--- config.mk ---
export PLATFORM = sky130hd
export DESIGN_NAME = usrt_tx
export DESIGN_NICKNAME = d
export VERILOG_FILES = /design/src/rtl/usrt_tx.sv
export SDC_FILE = /design/constraint.sdc
export NUM_CORES = 1
export LEC_CHECK = 0
export BUFFER_PORTS_ARGS = -buffer_cell sky130_fd_sc_hd__buf_4
export CAP_MARGIN = 20
export CORE_MARGIN = 3
export CORE_UTILIZATION = 60
export CTS_BUF_LIST = sky130_fd_sc_hd__clkbuf_2
export CTS_CLUSTER_DIAMETER = 30
export DETAILED_ROUTE_END_ITERATION = 8
export PLACE_DENSITY = 0.88
export REMOVE_ABC_BUFFERS = 1
export SYNTH_ARGS = -nofsm -noshare
export SYNTH_HDL_FRONTEND = slang
export SYNTH_SLANG_ARGS = --single-unit
--- constraint.sdc ---
create_clock -name i_Pclk -period 7.75 [get_ports i_Pclk]
set_input_delay 1.1625 -clock i_Pclk [delete_from_list [all_inputs] [get_ports i_Pclk]]
set_output_delay 1.1625 -clock i_Pclk [all_outputs]
set_load 0.05 [all_outputs]
--- src/rtl/usrt_tx.sv ---
// Synchronous serial transmitter. Sends one byte as START, 8 data bits
// (LSB first), an optional parity bit and STOP, with each bit held for a
// selectable number of clock cycles. It also drives a transmit clock that
// rises at the middle of each bit. Every output comes straight from a flop.
`timescale 1ns/1ps
module usrt_tx #(
  parameter int c_BASE_DIV = 16
) (
  input  logic       i_Pclk,
  input  logic       i_Reset_n,
  input  logic       i_Load,
  input  logic [7:0] i_Data,
  input  logic [2:0] i_Baud_Sel,
  input  logic       i_Parity_En,
  input  logic       i_Parity_Odd,
  output logic       o_Tx,
  output logic       o_Sclk,
  output logic       o_Busy,
  output logic       o_Done
);

  typedef enum logic [2:0] {IDLE, START, DATA, PARITY, STOP} state_t;

  state_t      state_q, state_d;
  logic [10:0] cnt_q, cnt_d;          // cycle index within the current bit
  logic [2:0]  idx_q, idx_d;          // data bit index
  logic [7:0]  shreg_q, shreg_d;      // remaining data bits, LSB goes out next
  logic [2:0]  sel_q, sel_d;          // rate select latched at load
  logic        par_en_q, par_en_d;
  logic        par_bit_q, par_bit_d;  // parity value, computed once at load
  logic        tx_d, sclk_d, busy_d, done_d;
  logic        bit_end, accept;

  // Last counter value of a bit period: (c_BASE_DIV << sel) - 1. This fits
  // in 11 bits even though the period itself (up to 2048) does not.
  function automatic logic [10:0] last_cnt(input logic [2:0] sel);
    logic [11:0] period;
    period = 12'(c_BASE_DIV) << sel;
    return 11'(period - 12'd1);
  endfunction

  assign bit_end = (cnt_q == last_cnt(sel_q));
  // A load is taken in IDLE and also in the final STOP cycle, when o_Done is
  // high. The second case lets back-to-back frames run with no gap.
  assign accept  = i_Load && ((state_q == IDLE) || (state_q == STOP && bit_end));

  // State and datapath registers, and the registered outputs
  always_ff @(posedge i_Pclk or negedge i_Reset_n) begin
    if (!i_Reset_n) begin
      state_q   <= IDLE;
      cnt_q     <= '0;
      idx_q     <= '0;
      shreg_q   <= '0;
      sel_q     <= '0;
      par_en_q  <= 1'b0;
      par_bit_q <= 1'b0;
      o_Tx      <= 1'b1;
      o_Sclk    <= 1'b1;
      o_Busy    <= 1'b0;
      o_Done    <= 1'b0;
    end else begin
      // NOTE: sequential state uses non-blocking assignments, so every flop
      // samples the pre-edge values regardless of statement order.
      state_q   <= state_d;
      cnt_q     <= cnt_d;
      idx_q     <= idx_d;
      shreg_q   <= shreg_d;
      sel_q     <= sel_d;
      par_en_q  <= par_en_d;
      par_bit_q <= par_bit_d;
      o_Tx      <= tx_d;
      o_Sclk    <= sclk_d;
      o_Busy    <= busy_d;
      o_Done    <= done_d;
    end
  end

  // Next-state logic: frame sequencing, bit counter and shift register
  always_comb begin
    // NOTE: hold every value by default so that no path leaves a variable
    // unassigned. An unassigned path would infer a latch.
    state_d   = state_q;
    cnt_d     = cnt_q;
    idx_d     = idx_q;
    shreg_d   = shreg_q;
    sel_d     = sel_q;
    par_en_d  = par_en_q;
    par_bit_d = par_bit_q;
    if (accept) begin
      state_d   = START;
      cnt_d     = '0;
      idx_d     = '0;
      shreg_d   = i_Data;
      sel_d     = i_Baud_Sel;
      par_en_d  = i_Parity_En;
      par_bit_d = (^i_Data) ^ i_Parity_Odd;
    end else if (state_q != IDLE) begin
      if (bit_end) begin
        cnt_d = '0;
        unique case (state_q)
          START:  state_d = DATA;
          DATA: begin
            idx_d   = 3'(idx_q + 3'd1);
            shreg_d = shreg_q >> 1;
            if (idx_q == 3'd7) state_d = par_en_q ? PARITY : STOP;
          end
          PARITY: state_d = STOP;
          STOP:   state_d = IDLE;
          default: state_d = IDLE;
        endcase
      end else begin
        cnt_d = 11'(cnt_q + 11'd1);
      end
    end
  end

  // Output logic: the values the outputs take after the coming edge
  always_comb begin
    unique case (state_d)
      START:   tx_d = 1'b0;
      DATA:    tx_d = shreg_d[0];
      PARITY:  tx_d = par_bit_d;
      default: tx_d = 1'b1;
    endcase
    busy_d = (state_d != IDLE);
    // P is even, so cnt > (P-1)/2 is exactly the second half of the bit
    sclk_d = (state_d == IDLE) || (cnt_d > (last_cnt(sel_d) >> 1));
    done_d = (state_d == STOP) && (cnt_d == last_cnt(sel_d));
  end

endmodule

==> flow_summary_export.csv <==
group,metric,value,unit
run_status,status,"finished clean",
detailed_routing,drt.antenna.violating_nets,0,
global_routing,track_usage,0.256,
detailed_routing,routed_via_density,6.47,
power_and_ir_drop,peakVddDrop,0.205,mV
clocking,clk_pin_slew,0.19,ns
clocking,clock_sinks,34,
clocking,clk_latency,0.38,ns
power_and_ir_drop,leakage,1.21,nW
clocking,cts_hold_buffers,0,
worst_hold_path,min_path_type,"reg2reg",
timing,fin_crit,5.19,ns
timing,finalSetupViolCount,0,
yosys,synth_area,2520,sq um
placement,io_buffers,19,
floorplan,io_pins,20,
clocking,cts_tree,"done",
timing,setup_ws,2.56,ns
yosys,yosysSeqAreaShare,0.339,
placement,dp_cells,345,
cells_and_area,final_nets,332,
yosys,netlist_instances,288,
detailed_routing,vias,2284,
clocking,cts_root_buf,"clkbuf_2",
clocking,cts_setup_buffers,0,
timing,maxSlewViolCount,0,
power_and_ir_drop,power_per_cell_area,328,nW/um^2
global_routing,grt_max_degree,36,
yosys,ys_async_sr_fraction,1.00,
timing,rsz0062_at_grt,"false",
yosys,ys_types,55,
placement,gp_congestion,0.941,
detailed_routing,drc_errors,0,
timing,skew,0.0254,ns
global_routing,grtUsageMet3,0.0526,
floorplan,die_y,70.8,microns
floorplan,die_w,70.8,microns
timing,final_hold_viol_count,0,
global_routing,grt_overflow,0,
clocking,clockBufferDepth,2,
critical_path,arrival,5.48,ns
placement,place_hpwl,4.81,mm
critical_path,cp-startpoint,"sel_q[2]",
yosys,synthFlopType,"dfrtp_1",
clocking,cts_buffers,5,
cells_and_area,instances_no_fill,353,
yosys,yosysWarnings,0,
yosys,synth_edf_count,0,
detailed_routing,drt_iter0_drc,243,
critical_path,cp.required,8.04,ns
worst_hold_path,hp-start,"par_en_q",
cells_and_area,drive_gt1_frac,0.138,
clocking,post_cts_resized,0,
global_routing,busiest_layer,"met2",
timing,whs,0.501,ns
critical_path,end_kind,"flop",
timing,fmax,193,MHz
detailed_routing,wirelength,6.20,mm
global_routing,grtUsageMet1,0.382,
detailed_routing,wl_per_cell,17.6,microns
timing,tightestPinTransition,0.731,ns
floorplan,start_util,0.654,
critical_path,path_max_fanout,35,
cells_and_area,layout_common_cells,"nand2_1, dfrtp_1, buf_4, nor2_1, xnor2_1",
floorplan,row_count,22,
timing,setup_tns,0,ns
critical_path,crit_buf_inv,2,
critical_path,cpLargestDelayFamily,"simple AND/OR/NAND/NOR gates",
global_routing,use_met2,0.385,
critical_path,slowest_delay,0.59,ns
clocking,htreeDepth,2,
yosys,postSynthAreaPerCell,8.75,sq um
yosys,synth-seq-cells,34,
cells_and_area,antennaDiodeCount,0,
critical_path,rr_startpoint,"sel_q[2]",
cells_and_area,area_growth,7.35,%
floorplan,core_area,3850,sq um
cells_and_area,layout_commonest_cell,"nand2_1",
timing,fin_crit_sh,0.669,
critical_path,startpoint_type,"flop",
timing,slew_headroom,0.512,
global_routing,grt_first_pass_wirelength,10.3,mm
run,maxCapViolations,0,
critical_path,cp_cell_sequence,"or3_1 -> ha_1 -> or4_1 -> and3_1 -> or3_1 -> a21oi_2 -> buf_4 -> mux2_2 -> nand2_1 -> ha_1 -> inv_1 -> o311ai_0 -> o31ai_1 -> ha_1 -> nand3_1 -> o31ai_1 -> nand3_1",
global_routing,grt_pass1_vias,2151,
critical_path,critPathKind,"reg2reg",
detailed_routing,dr.pass1.iters,5,
global_routing,antenna_found_initial,0,
critical_path,critPathSlowestCell,"dfrtp_1",
placement,dp_slack,2.66,ns
floorplan,dieArea,5010,sq um
critical_path,crit_top_cell,"ha_1",
state kept, by name, summed over array words and instances (netlist names):
| name | count |
|---|---|
| o_Busy | 1 |
| shreg_q | 8 |
| idx_q | 3 |
| par_en_q | 1 |
| cnt_q | 11 |
| state_q | 3 |
| o_Done | 1 |
| o_Sclk | 1 |
| par_bit_q | 1 |
| sel_q | 3 |
| o_Tx | 1 |
cells by family after synthesis:
family,count (synthesis),synth area share
buffers and inverters,23,0.0467
XOR/XNOR,25,0.0869
AO/OA/AOI/OAI,61,0.174
multiplexers,11,0.0457
adder cells (fa/ha/maj),12,0.0596
AND/OR/NAND/NOR,122,0.249
flip-flops,34,0.339
path summary, 6_finish.rpt:
path | end | depth (start not counted) | slack (ns)
setup / recovery | o_Sclk | 17 | 2.56
hold reg to reg | par_en_q | 2 | 0.50
max in group asynchronous | o_Tx | 1 | 6.69
min in group asynchronous | idx_q[2] | 1 | 0.69
hold / removal | par_en_q | 2 | 0.50
setup reg to reg | o_Sclk | 17 | 2.56
Yosys cell counts (2+ instances only):
master | number | area share
o31a_1 | 2 | 0.0070
o21ai_0 | 14 | 0.028
xnor2_1 | 15 | 0.052
clkbuf_1 | 3 | 0.0045
inv_1 | 9 | 0.013
or4_1 | 4 | 0.012
a21oi_2 | 2 | 0.0070
nor3b_1 | 4 | 0.012
buf_6 | 3 | 0.013
nor2_1 | 22 | 0.033
nor3_1 | 6 | 0.012
ha_1 | 12 | 0.060
a21boi_0 | 2 | 0.0060
mux2_2 | 4 | 0.018
a221o_1 | 2 | 0.0079
nor4_1 | 6 | 0.015
o31ai_1 | 3 | 0.0089
nand3_1 | 12 | 0.024
dfstp_2 | 2 | 0.021
nand2_1 | 34 | 0.051
a22o_1 | 3 | 0.010
and2_1 | 5 | 0.012
mux2i_1 | 7 | 0.028
a21o_1 | 4 | 0.012
or3_1 | 5 | 0.012
dfrtp_1 | 32 | 0.32
a32o_1 | 2 | 0.0079
o221a_2 | 2 | 0.0089
and3_1 | 6 | 0.015
a21oi_1 | 12 | 0.024
buf_2 | 7 | 0.014
nand4_1 | 4 | 0.0099
nand2b_1 | 4 | 0.0099
nor2b_1 | 4 | 0.0099
xor2_1 | 10 | 0.035
layout make-up:
class / instances / area [sq um]
Clock buffer: 5 / 25.0
Clock inverter: 3 / 11.3
Fill cell: 328 / 1150
Inverter: 9 / 33.8
Multi-Input combinational cell: 231 / 1550
Sequential cell: 34 / 853
Tap cell: 48 / 60.1
Timing Repair Buffer: 23 / 173
routing by layer:
layer | wire (microns) | vias up
met3 | 491 | 14
met1 | 2870 | 1082
met5 | 0 | -
met2 | 2760 | 113
li1 | - | 1075
met4 | 84 | 0
worst register-to-register path: cells and delay by family (launching register included):
kind            cells  cell delay (ns)
flops               1             0.59
compound gates      4             0.74
buf+inv             2             0.44
mux                 1             0.42
simple gates        7             2.08
fa+ha+maj           3             0.87
metrics by stage:
stage	util	power, mW	instance area (sq um)
2_1_floorplan	-	0.672	2440
3_3_place_gp	0.693	0.786	2670
3_5_place_dp	0.693	0.804	2670
4_1_cts	0.702	0.881	2710
5_1_grt	0.702	0.967	2710
6_report	0.702	0.888	2710
where the power goes:
part | switching [mW] | internal, mW
logic | 0.292 | 0.211
clock network | 0.0597 | 0.0193
registers | 0.0708 | 0.235
total | 0.422 | 0.466
Note: power is estimated with default switching activity, not from simulation.
